$ cat config.mk
export PLATFORM = sky130hd
export DESIGN_NAME = bin_to_bcd_seq
export DESIGN_NICKNAME = d
export VERILOG_FILES = /design/src/rtl/bcd_pkg.sv /design/src/rtl/bcd_add3_digit.sv /design/src/rtl/bin_to_bcd_seq.sv
export SDC_FILE = /design/constraint.sdc
export NUM_CORES = 1
export LEC_CHECK = 0
export BUFFER_PORTS_ARGS = -buffer_cell sky130_fd_sc_hd__buf_2
export CORE_MARGIN = 10
export CORE_UTILIZATION = 45
export DETAILED_ROUTE_END_ITERATION = 6
export HOLD_SLACK_MARGIN = 0.03
export SYNTH_ARGS = -nofsm -noshare
export SYNTH_HDL_FRONTEND = slang
export SYNTH_SLANG_ARGS = --single-unit
$ cat constraint.sdc
create_clock -name clk -period 4.7 [get_ports clk]
set_input_delay 0 -clock clk [delete_from_list [all_inputs] [get_ports clk]]
set_output_delay 0 -clock clk [all_outputs]
set_load 0.02 [all_outputs]
$ cat src/rtl/bcd_pkg.sv
// Shared types and constants for the sequential binary-to-BCD converter and
// the display path downstream of it.
package bcd_pkg;

  typedef enum logic [1:0] {
    IDLE,
    SHIFT,
    FINISH
  } state_t;

  localparam int         BCD_DIGIT_W = 4;
  localparam logic [3:0] ADD3_THRESH = 4'd5;

  // Glyph codes the 7-segment decoder interprets in the sign digit position.
  localparam logic [3:0] GLYPH_MINUS = 4'd10;
  localparam logic [3:0] GLYPH_BLANK = 4'd11;

endpackage : bcd_pkg

$ cat src/rtl/bcd_add3_digit.sv
// One double-dabble correction cell: a BCD digit of 5 or more gets 3 added so
// that the following left shift carries correctly into the next digit.
module bcd_add3_digit
  import bcd_pkg::*;
(
  input  logic [BCD_DIGIT_W-1:0] i_digit,
  output logic [BCD_DIGIT_W-1:0] o_digit
);

  // A digit entering this cell is at most 9, so the result is at most 12.
  assign o_digit = (i_digit >= ADD3_THRESH) ? i_digit + 4'd3 : i_digit;

endmodule : bcd_add3_digit

$ cat src/rtl/bin_to_bcd_seq.sv
// Iterative shift-add-3 binary-to-BCD converter with a start/done handshake.
// Define SIGNED_MODE_EN to treat bin as two's complement and add the neg output.
module bin_to_bcd_seq
  import bcd_pkg::*;
#(
  parameter int WIDTH  = 9,
  parameter int DIGITS = 3
) (
  input  logic                          clk,
  input  logic                          rst_n,
  input  logic                          start,
  input  logic [WIDTH-1:0]              bin,
  output logic                          busy,
  output logic                          done,
  output logic [BCD_DIGIT_W*DIGITS-1:0] bcd,
  output logic                          overflow
`ifdef SIGNED_MODE_EN
  ,
  output logic                          neg
`endif
);

  localparam int SCR_W = BCD_DIGIT_W * DIGITS;
  localparam int CNT_W = $clog2(WIDTH + 1);

  state_t             r_state;
  state_t             w_next_state;
  logic [WIDTH-1:0]   r_shift;
  logic [SCR_W-1:0]   r_scratch;
  logic               r_ovf;
  logic [CNT_W-1:0]   r_cnt;
  logic [SCR_W-1:0]   r_bcd;
  logic               r_overflow;

  logic [WIDTH-1:0]   w_capture;
  logic [SCR_W-1:0]   w_adj;
  logic [SCR_W-1:0]   w_scratch_nxt;
  logic [WIDTH-1:0]   w_shift_nxt;
  logic               w_ovf_nxt;
  logic               w_last;

`ifdef SIGNED_MODE_EN
  logic               r_neg_cap;
  logic               r_neg;

  // Negating the most negative value wraps back to 2^(WIDTH-1), which is the
  // correct magnitude when read as unsigned.
  assign w_capture = bin[WIDTH-1] ? (~bin + WIDTH'(1)) : bin;
  assign neg       = r_neg;
`else
  assign w_capture = bin;
`endif

  for (genvar g = 0; g < DIGITS; g++) begin : g_add3
    bcd_add3_digit u_add3 (
      .i_digit (r_scratch[g*BCD_DIGIT_W +: BCD_DIGIT_W]),
      .o_digit (w_adj[g*BCD_DIGIT_W +: BCD_DIGIT_W])
    );
  end

  assign w_scratch_nxt = {w_adj[SCR_W-2:0], r_shift[WIDTH-1]};
  assign w_shift_nxt   = {r_shift[WIDTH-2:0], 1'b0};
  assign w_ovf_nxt     = r_ovf | w_adj[SCR_W-1];
  assign w_last        = (r_cnt == CNT_W'(1));

  // NOTE: sequential state uses non-blocking assignments so every register
  // samples pre-edge values regardless of statement order.
  always_ff @(posedge clk or negedge rst_n) begin
    if (!rst_n) begin
      r_state <= IDLE;
    end else begin
      r_state <= w_next_state;
    end
  end

  // NOTE: every signal driven here gets a default first so no path can
  // leave it unassigned and infer a latch.
  always_comb begin
    w_next_state = r_state;
    busy         = 1'b0;
    done         = 1'b0;
    unique case (r_state)
      IDLE: begin
        if (start) w_next_state = SHIFT;
      end
      SHIFT: begin
        busy = 1'b1;
        if (w_last) w_next_state = FINISH;
      end
      FINISH: begin
        done         = 1'b1;
        w_next_state = IDLE;
      end
      default: w_next_state = IDLE;
    endcase
  end

  // The result registers load on the final shift edge, so they already hold
  // the new value during the FINISH cycle that raises done.
  always_ff @(posedge clk or negedge rst_n) begin
    if (!rst_n) begin
      r_shift    <= '0;
      r_scratch  <= '0;
      r_ovf      <= 1'b0;
      r_cnt      <= '0;
      r_bcd      <= '0;
      r_overflow <= 1'b0;
`ifdef SIGNED_MODE_EN
      r_neg_cap  <= 1'b0;
      r_neg      <= 1'b0;
`endif
    end else begin
      case (r_state)
        IDLE: begin
          if (start) begin
            r_shift   <= w_capture;
            r_scratch <= '0;
            r_ovf     <= 1'b0;
            r_cnt     <= CNT_W'(WIDTH);
`ifdef SIGNED_MODE_EN
            r_neg_cap <= bin[WIDTH-1];
`endif
          end
        end
        SHIFT: begin
          r_shift   <= w_shift_nxt;
          r_scratch <= w_scratch_nxt;
          r_ovf     <= w_ovf_nxt;
          r_cnt     <= r_cnt - CNT_W'(1);
          if (w_last) begin
            r_bcd      <= w_scratch_nxt;
            r_overflow <= w_ovf_nxt;
`ifdef SIGNED_MODE_EN
            r_neg      <= r_neg_cap;
`endif
          end
        end
        default: ;
      endcase
    end
  end

  assign bcd      = r_bcd;
  assign overflow = r_overflow;

endmodule : bin_to_bcd_seq

==> metrics, run 1 <==
run status complete, no violations; total number of clock tree sinks 41; Die Wd ~86 um; Final Hold Vio Count 0; power consumption 1.50 mW; synthesized area per cell 9.69 um^2; #FFs+latches synth just over 40; Routed WL between 3000 and 4000 um; commonest non-fill, non-tap cell in the layout dfrtp_1; LEAKAGE 1.01 nW; Pwr Density about 670 nW/um^2; CTS Root Cell clkbuf_8; share of the synthesized area in the top cell type slightly above 50%; initial drt markers 95; total global routing overflow 0; WL per Instance ~14 um; crit path DAT roughly 2.3 ns; layout cells sized above 1 about 20%; critical path's largest stage delay between 0.7 and 0.8 ns; Synth area leader dfrtp_1; placer congestion estimate 0.740; die area between 7000 and 8000 um^2; slowest stage cell, crit path dfrtp_1; Cells after Synth ~210; Synth cell types 27; Startpoint Class flip-flop; GRT Total Usage 11.6%; placed cell count approximately 280; RSZ-0062 raised after global routing no; vias in the first global route 1484; Via density ~5.2; row cnt 24; setup_tns 0 ns; Tcrit/Tclk final roughly 44%; Boundary Pins 27; core area 4320 um^2; Crit Path Class flip-flop to flip-flop; dpl hpwl 2820 um; synthesized net count roughly 230; largest net degree at the start of global routing 42; Die H approximately 86 um; htree depth 2; Final Max Slew Viols 0; Hold/Removal Path Class input pin to flip-flop; diode count 0; max_slew headroom between 40% and 50%; ANT nets after route 0; Post-CTS Setup Bufs 0; commonest cells after routing, fill and taps aside dfrtp_1 (41), nand2_1 (33), o21ai_0 (33); Least-Margin Pin Slew 0.899 ns; Clock Tree Buf Depth 2; detailed-route via count 1465; critical path capture point type flip-flop; top cells by area, synth dfrtp_1 (52%), o21ai_0 (8.3%), nand2_1 (6.2%), ha_1 (5.0%), nor3b_1 (4.5%); Worst path most repeated cell inv_4; Netlist Area Pre-Place 1990 um^2; antenna violations before repair 0; VDD IR max around 0.00026 V; first-pass GRT wire length 6980 um; f_max 479 MHz; Area Overhead vs Synth 13.2%; # nets final ~250; PortBufs 26; Post-route DRC 0; Post-Route Skew 0.00168 ns; Finished Layout Cells 284; synth warn 0; clk_lat worst skew between 0.2 and 0.3 ns; Reg clk slew, reported paths roughly 0.07 ns; Req. time, crit path approximately 4.9 ns; Max-cap violations 0; final setup fails 0; share of the yosys chip area belonging to registers 51.7%; CP Cell Sequence nand2b_1 -> inv_4 -> nand2_4 -> inv_4 -> nor2_1 -> a31oi_1; initial core utilization 45.9%; Num CTS Buffers 5; Crit Path Max Fanout 24; DR pass1 iterations 5; Fillers 421; final worst path period need 2.09 ns; CTS tree built
## cell type report
type / count / area (um^2) / area share [%]
multi-input combinational: 144 / 861 / 38.3
timing repair buffer: 28 / 148 / 6.57
inverter: 11 / 46.3 / 2.06
clock buffer: 7 / 96.3 / 4.29
clock inverter: 1 / 5.00 / 0.223
sequential: 41 / 1030 / 45.7
tap: 52 / 65.1 / 2.90
## kinds of logic (layout without fill, tap and decap cells)
family                   after synthesis  count (layout)  synth area share [%]
AO/OA/AOI/OAI                         63              63                  17.2
XOR/XNOR                               3               3                  1.32
adder cells (fa/ha/maj)                8               8                  5.04
buffers and inverters                 20              47                  4.98
flip-flops                            41              41                  51.7
multiplexers                           4               4                  2.27
AND/OR/NAND/NOR                       66              66                  17.5
## worst max-delay path: cells and delay by family, from the launching register on
family,cells,cell delay (ns)
AND/OR/NAND/NOR,3,0.73
buffers and inverters,2,0.33
AO/OA/AOI/OAI,1,0.15
flip-flops,1,0.79
## cell usage after synthesis, drive strengths merged
| library cell | count |
|---|---|
| buf | 5 |
| or3b | 3 |
| inv | 11 |
| nor2 | 5 |
| o21bai | 1 |
| a2bb2oi | 1 |
| a21oi | 17 |
| clkbuf | 4 |
| dfrtp | 41 |
| nand3b | 1 |
| nor3b | 13 |
| a31oi | 3 |
| a22o | 2 |
| mux2 | 4 |
| o31ai | 1 |
| nand2b | 4 |
| o21ai | 38 |
| nor3 | 4 |
| xnor2 | 3 |
| nor2b | 2 |
| nand2 | 34 |
| ha | 8 |
## per-stage QoR
stage          instance area [um^2]  hold slack [ns]  utilization, %  setup slack [ns]
3_3_place_gp                   2140            0.195            49.4              2.71
2_1_floorplan                  1990           -0.296               -              3.20
6_report                       2250            0.144            52.0              2.61
3_5_place_dp                   2140            0.187            49.4              2.61
5_1_grt                        2250            0.149            52.0              2.40
4_1_cts                        2250            0.127            52.0              2.58
## routing by layer
layer,global-route usage (%),share of wire (%),vias to the layer above
met5,0,0,-
met4,3.98,0.86,0
met3,5.25,6.8,2
met2,16.4,42,34
met1,15.4,50,677
li1,-,-,752
## where the power goes
| part | internal (mW) | switching (mW) | leakage, nW | total [mW] |
|---|---|---|---|---|
| sequential | 0.502 | 0.131 | 0.514 | 0.633 |
| combinational | 0.255 | 0.368 | 0.438 | 0.623 |
| clock | 0.133 | 0.117 | 0.0542 | 0.249 |
## worst paths after layout
| path | start | to | slack, ns | cells past startpoint |
|---|---|---|---|---|
| setup / recovery | r_state[0] | bcd[7] | 2.61 | 6 |
| hold / removal | bin[5] | r_shift[5] | 0.14 | 4 |
| setup reg to reg | r_state[0] | bcd[7] | 2.61 | 6 |
| hold reg to reg | bcd[0] | bcd[0] | 0.47 | 2 |
| max in group asynchronous | rst_n | r_state[0] | 3.77 | 2 |
| min in group asynchronous | rst_n | bcd[8] | 0.37 | 2 |
## what timing repair did
action / 4_1_cts / 5_1_grt
endpoints found under the setup margin: 0 / 0
hold buffers: 1 / 0
endpoints found under the hold margin: 41 / 0
resized for setup: 0 / 0
## flip-flops by register name, summed over array words and instances (netlist names)
name	cells
r_scratch	12
r_shift	9
overflow	1
bcd	12
r_state	2
r_cnt	4
r_ovf	1
(Power assumes the default switching activity.)
==> run 2, diff against run 1 <==
==> constraint.sdc (replaced) <==
create_clock -name clk -period 2.12 [get_ports clk]
set_input_delay 0 -clock clk [delete_from_list [all_inputs] [get_ports clk]]
set_output_delay 0 -clock clk [all_outputs]
set_load 0.02 [all_outputs]
==> run 2 against run 1 <==
Against the previous run: die area unchanged; final cell count up 1.4%; clock power up 100%; sequential cell count unchanged; routed wire length down 0.53%; non-clock buffer count up 4; maximum frequency up 25%; final area up 0.39%; global-route usage up 0.48 points; hold slack worse by 0.018 ns; critical path depth unchanged.
==> metrics, run 2 (synthesized netlist as in run 1, its figures left out) <==
slowest stage cell, crit path dfrtp_1; f_max roughly 600 MHz; GR Util met1 15.3%; worst setup margin around 0.45 ns; ANT nets after route 0; run status complete, no violations; switching pwr around 1.3 mW; grt met2 use between 10% and 20%; final setup fails 0; DR pass1 iterations 4; crit path DAT 1.88 ns; power consumption 3.29 mW; Die Wd 86.4 um; initial core utilization 45.9%; VDD IR max 0.000513 V; initial drt markers 80; sw frac approximately two fifths; CP Cell Sequence inv_1 -> ha_1 -> nand2b_1 -> a21oi_1 -> mux2_2 -> o21ai_0; worst hold slack around 0.13 ns; core area 4320 um^2; placer congestion estimate 0.760; Post-route DRC 0; row cnt 24; critical path capture point type flip-flop; Pwr Density ~1500 nW/um^2; hold endpoint r_shift[3]; Boundary Pins 27; GRT Total Usage 12.1%; htree depth 2; CTS Root Cell clkbuf_8; commonest non-fill, non-tap cell in the layout dfrtp_1; # hold bufs at CTS 1; Die H between 80 and 90 um; diode count 0; Crit Path Max Fanout 4; total global routing overflow 0; combinational fraction of design power 43.9%; RSZ-0062 raised after global routing no; vias in the first global route 1625; crit path from r_scratch[5]; hold path cells 4; largest net degree at the start of global routing 42; # nets final 255; Post-CTS Setup Bufs 0; FF-to-FF End r_scratch[6]; Req. time, crit path 2.33 ns; worst slack, placed 0.472 ns; first-pass GRT wire length between 7000 and 8000 um; Hold/Removal Path Class input pin to flip-flop; clk_lat worst skew 0.29 ns; GRT busiest layer met2; reg2reg setup slack 0.45 ns; Routed WL around 4000 um; Reg-to-Reg Start r_scratch[5]; antenna violations before repair 0; WL per Instance roughly 14 um; met3 track demand over resource 5.07%; Final Hold Vio Count 0; critical path's largest stage delay 0.40 ns; Reg clk slew, reported paths 0.08 ns; Via density 5.13; LEAKAGE 1.01 nW; placed cell count 279; max_slew headroom around two fifths; Clk network pwr share between 15 and 20%; Crit Path Class flip-flop to flip-flop; Startpoint Class flip-flop; Final Max Slew Viols 0; Tcrit/Tclk final between 70% and 80%; Post-Route Skew roughly 0.0046 ns; PortBufs 26; layout cells sized above 1 20.3%; commonest cells after routing, fill and taps aside dfrtp_1 (41), nand2_1 (33), o21ai_0 (33); R2R depth 6; setup_tns 0 ns; Area Overhead vs Synth 13.6%; dpl hpwl between 2000 and 3000 um; Clock Tree Buf Depth 2; Placed Area 2170 um^2; Core Util, Final 52.2%; die area 7470 um^2; Least-Margin Pin Slew 0.920 ns; Post-CTS Resized 0; Finished Layout Cells 288; Int Pwr 1.95 mW; Design Area, Final between 2000 and 2500 um^2; register share of total power approximately two fifths; hold path start bin[3]; Max-cap violations 0; total number of clock tree sinks 41; detailed-route via count 1478; CTS tree built; final worst path period need 1.67 ns; Num CTS Buffers 5
[run 2: cell types whose count changed in the layout (fill, tap and decap cells not counted), sizes merged]
cell,delta
buf,+4
clkbuf,+1
clkinv,-1
[run 2: worst max-delay path by stage]
stage | to | cells past startpoint | slack [ns]
3_5_place_dp | r_scratch[6] | 6 | 0.47
5_1_grt | bcd[10] | 6 | 0.32
2_1_floorplan | r_scratch[6] | 6 | 0.62
6_report | r_scratch[6] | 6 | 0.45
4_1_cts | r_scratch[6] | 6 | 0.45
3_3_place_gp | r_scratch[2] | 6 | 0.53
[run 2: power by group through the flow]
stage	combinational, mW	sequential [mW]	clock [mW]
global placement	1.44	1.36	0
CTS	1.47	1.35	0.518
floorplan	0.972	1.45	0
detailed placement	1.47	1.36	0
global route	1.69	1.41	0.555
finish	1.45	1.35	0.499
[run 2: worst max-delay path, delay by kind of cell (launching register included)]
kind	cells	cell delay, ns
AOI/OAI and AO/OA	2	0.40
DFF	1	0.40
muxes	1	0.37
adders and majority gates	1	0.22
and+or+nand+nor	1	0.09
buffers and inverters	1	0.10
[run 2: final cells by class]
type | instances | area, um^2
Sequential cell | 41 | 1030
Multi-Input combinational cell | 144 | 861
Tap cell | 52 | 65.1
Fill cell | 421 | 2070
Timing Repair Buffer | 32 | 178
Clock buffer | 8 | 80.1
Inverter | 11 | 46.3
[run 2: routing by layer]
layer	wire [um]	up-vias
met5	0	-
met1	1960	679
li1	-	760
met2	1670	33
met3	272	6
met4	53	0
==> run 3, diff against run 2 <==
--- a/config.mk
+++ b/config.mk
@@ -5,6 +5,7 @@
 export SDC_FILE = /design/constraint.sdc
 export NUM_CORES = 1
 export LEC_CHECK = 0
+export ABC_AREA = 1
 export BUFFER_PORTS_ARGS = -buffer_cell sky130_fd_sc_hd__buf_2
 export CORE_MARGIN = 10
 export CORE_UTILIZATION = 45
==> constraint.sdc (replaced) <==
create_clock -name clk -period 1.6 [get_ports clk]
set_input_delay 0 -clock clk [delete_from_list [all_inputs] [get_ports clk]]
set_output_delay 0 -clock clk [all_outputs]
set_load 0.02 [all_outputs]
==> run 3 against run 2 <==
Against the previous run: synthesized cell count up 19%; die area is essentially flat; first-iteration DRC count is 6.3% lower; clock skew is essentially flat; core utilization is 2.5 points higher; register-to-register slack got worse by 0.21 ns; final area is 4.9% higher; total power grew 39%; global-route usage is 0.55 points higher; largest cell class unchanged.
==> metrics, run 3 <==
Placed Area 2180 um^2; RSZ-0062 raised after global routing no; LEAKAGE between 1 and 1.5 nW; setup_tns 0 ns; DR pass1 iterations 4; largest net degree at the start of global routing 24; commonest non-fill, non-tap cell in the layout nand2_1; met3 wire len between 200 and 300 um; Design Area, Final 2370 um^2; Pwr Density between 1500 and 2000 nW/um^2; max_slew headroom 69.6%; initial drt markers 75; Crit Path Max Fanout 6; Hold/Removal Path Class input pin to flip-flop; PortBufs 26; hold path start start; final worst path period need 1.36 ns; Num CTS Buffers 5; synthesized area per cell 8.17 um^2; top cells by area, synth dfrtp_1 (52%), nand2_1 (18%), nand3_1 (7.8%), ha_1 (5.0%), inv_1 (4.2%); hold path cells 3; vias in the first global route between 1500 and 2000; Tcrit/Tclk final 85.2%; hold endpoint r_state[0]; Netlist Area Pre-Place between 1500 and 2000 um^2; core area 4320 um^2; Req. time, crit path 1.84 ns; total global routing overflow 0; VDD IR max between 0.0007 and 0.0008 V; dpl hpwl 3000 um; antenna violations before repair 0; synth warn 0; Post-Route Skew approximately 0.005 ns; Reg clk slew, reported paths roughly 0.08 ns; slowest stage cell, crit path dfrtp_1; CP Cell Sequence inv_1 -> ha_1 -> nand2_1 -> nand2_1 -> o21ai_0 -> nand2_1 -> nand2_1; die area 7470 um^2; Detail Route met2 WL 1930 um; Via density 4.91; row cnt 24; Highest Signal Layer met4; layout cells sized above 1 around 15%; total number of clock tree sinks 41; Clock Tree Buf Depth 2; Worst path most repeated cell nand2_1; worst slack, placed around 0.24 ns; CTS tree built; Core Util, Final 54.7%; #FFs+latches synth around 40; htree depth 2; detailed-route via count 1651; FF-to-FF End r_scratch[8]; crit path DAT 1.60 ns; Final Max Slew Viols 0; Post-route DRC 0; Reg-to-Reg Start r_scratch[4]; Boundary Pins 27; Crit Path Class flip-flop to flip-flop; Post-synth EDFFs 0; Synth area leader dfrtp_1; worst hold slack between 0.1 and 0.15 ns; wire length on met1 slightly above 2000 um; # nets final 304; diode count 0; most instantiated cells after synthesis nand2_1 (97), dfrtp_1 (41), nand3_1 (31), inv_1 (22), o21ai_0 (15); Max-cap violations 0; GRT Total Usage 12.7%; Synth cell types 21; synthesized net count 263; run status complete, no violations; Final Hold Vio Count 0; Fillers 437; Cells after Synth roughly 240; reg2reg setup slack 0.24 ns; f_max 734 MHz; most numerous cell in the Yosys netlist nand2_1; first-pass GRT wire length 7800 um; Least-Margin Pin Slew 0.456 ns; initial core utilization 45.9%; Routed WL roughly 4300 um; ANT nets after route 0; critical path's largest stage delay between 0.4 and 0.5 ns; placer congestion estimate 0.750; final setup fails 0; Post-CTS Setup Bufs 0; R2R depth 7; Die H 86.4 um; commonest cells after routing, fill and taps aside nand2_1 (97), dfrtp_1 (41), nand3_1 (31); share of the yosys chip area belonging to registers 51.7%; share of the synthesized area in the top cell type 51.7%; worst setup margin between 0.2 and 0.25 ns; WL per Instance 12.7 um; Startpoint Class flip-flop; asr flop ratio synth 100%; clk_lat worst skew 0.29 ns; critical path capture point type flip-flop; CTS Root Cell clkbuf_8; Area Overhead vs Synth 19.2%; ys flop type dfrtp_1; Die Wd 86.4 um
[run 3: cell types whose count changed in the layout (fill, tap and decap cells not counted), sizes merged, moves of 9 or more]
cell | before | now
a21oi | 17 | 0
dlygate4sd3 | 1 | 10
inv | 11 | 26
nand2 | 34 | 98
nand3 | 0 | 31
nor3b | 13 | 0
o21ai | 38 | 15
[run 3: cell type report]
| class | count | area (um^2) | share of cell area (%) |
|---|---|---|---|
| clock buffer | 7 | 86.3 | 3.65 |
| inverter | 26 | 97.6 | 4.12 |
| multi-input combinational | 171 | 826 | 34.9 |
| sequential | 41 | 1030 | 43.4 |
| tap | 52 | 65.1 | 2.75 |
| timing repair buffer | 39 | 265 | 11.2 |
[run 3: kinds of logic after synthesis]
group / count (synthesis) / synth area share [%]
flops: 41 / 51.7
compound gates: 23 / 6.49
buf+inv: 31 / 6.68
fa+ha+maj: 8 / 5.04
xor+xnor: 1 / 0.441
simple gates: 139 / 29.6
[run 3: metal layers]
layer / up-vias / GRT usage, %
met1: 756 / 16.1
met4: 0 / 3.98
met5: - / 0
li1: 850 / -
met3: 6 / 4.22
met2: 39 / 19.9
[run 3: worst max-delay path, delay by kind of cell (launching register included)]
family	cells	cell delay, ns
buf+inv	1	0.08
fa+ha+maj	1	0.23
compound gates	1	0.25
flops	1	0.43
simple gates	4	0.31
[run 3: per-stage QoR]
step                total power [mW]  instances
floorplan                       3.34        243
global placement                3.89        319
detailed placement              3.92        319
CTS                             4.65        336
global route                    5.07        336
finish                          4.57        336
[run 3: power by group]
group / switching, mW / leakage, nW / internal [mW] / total [mW]
sequential: 0.273 / 0.525 / 1.47 / 1.75
clock: 0.344 / 0.0443 / 0.342 / 0.686
combinational: 1.39 / 0.714 / 0.746 / 2.14
total: 2.01 / 1.28 / 2.56 / 4.57
[run 3: worst max-delay path by stage]
stage | start | to | slack (ns) | depth (start not counted)
2_1_floorplan | r_cnt[1] | bcd[4] | 0.38 | 8
3_3_place_gp | r_scratch[4] | bcd[8] | 0.23 | 7
3_5_place_dp | r_scratch[4] | r_scratch[8] | 0.24 | 7
4_1_cts | r_scratch[4] | r_scratch[8] | 0.22 | 7
5_1_grt | r_scratch[4] | bcd[8] | 0.02 | 7
6_report | r_scratch[4] | r_scratch[8] | 0.24 | 7
[run 3: timing repair]
action / 4_1_cts / 5_1_grt
resized for setup: 0 / 0
hold buffers: 10 / 0
hold endpoints to repair: 50 / 0
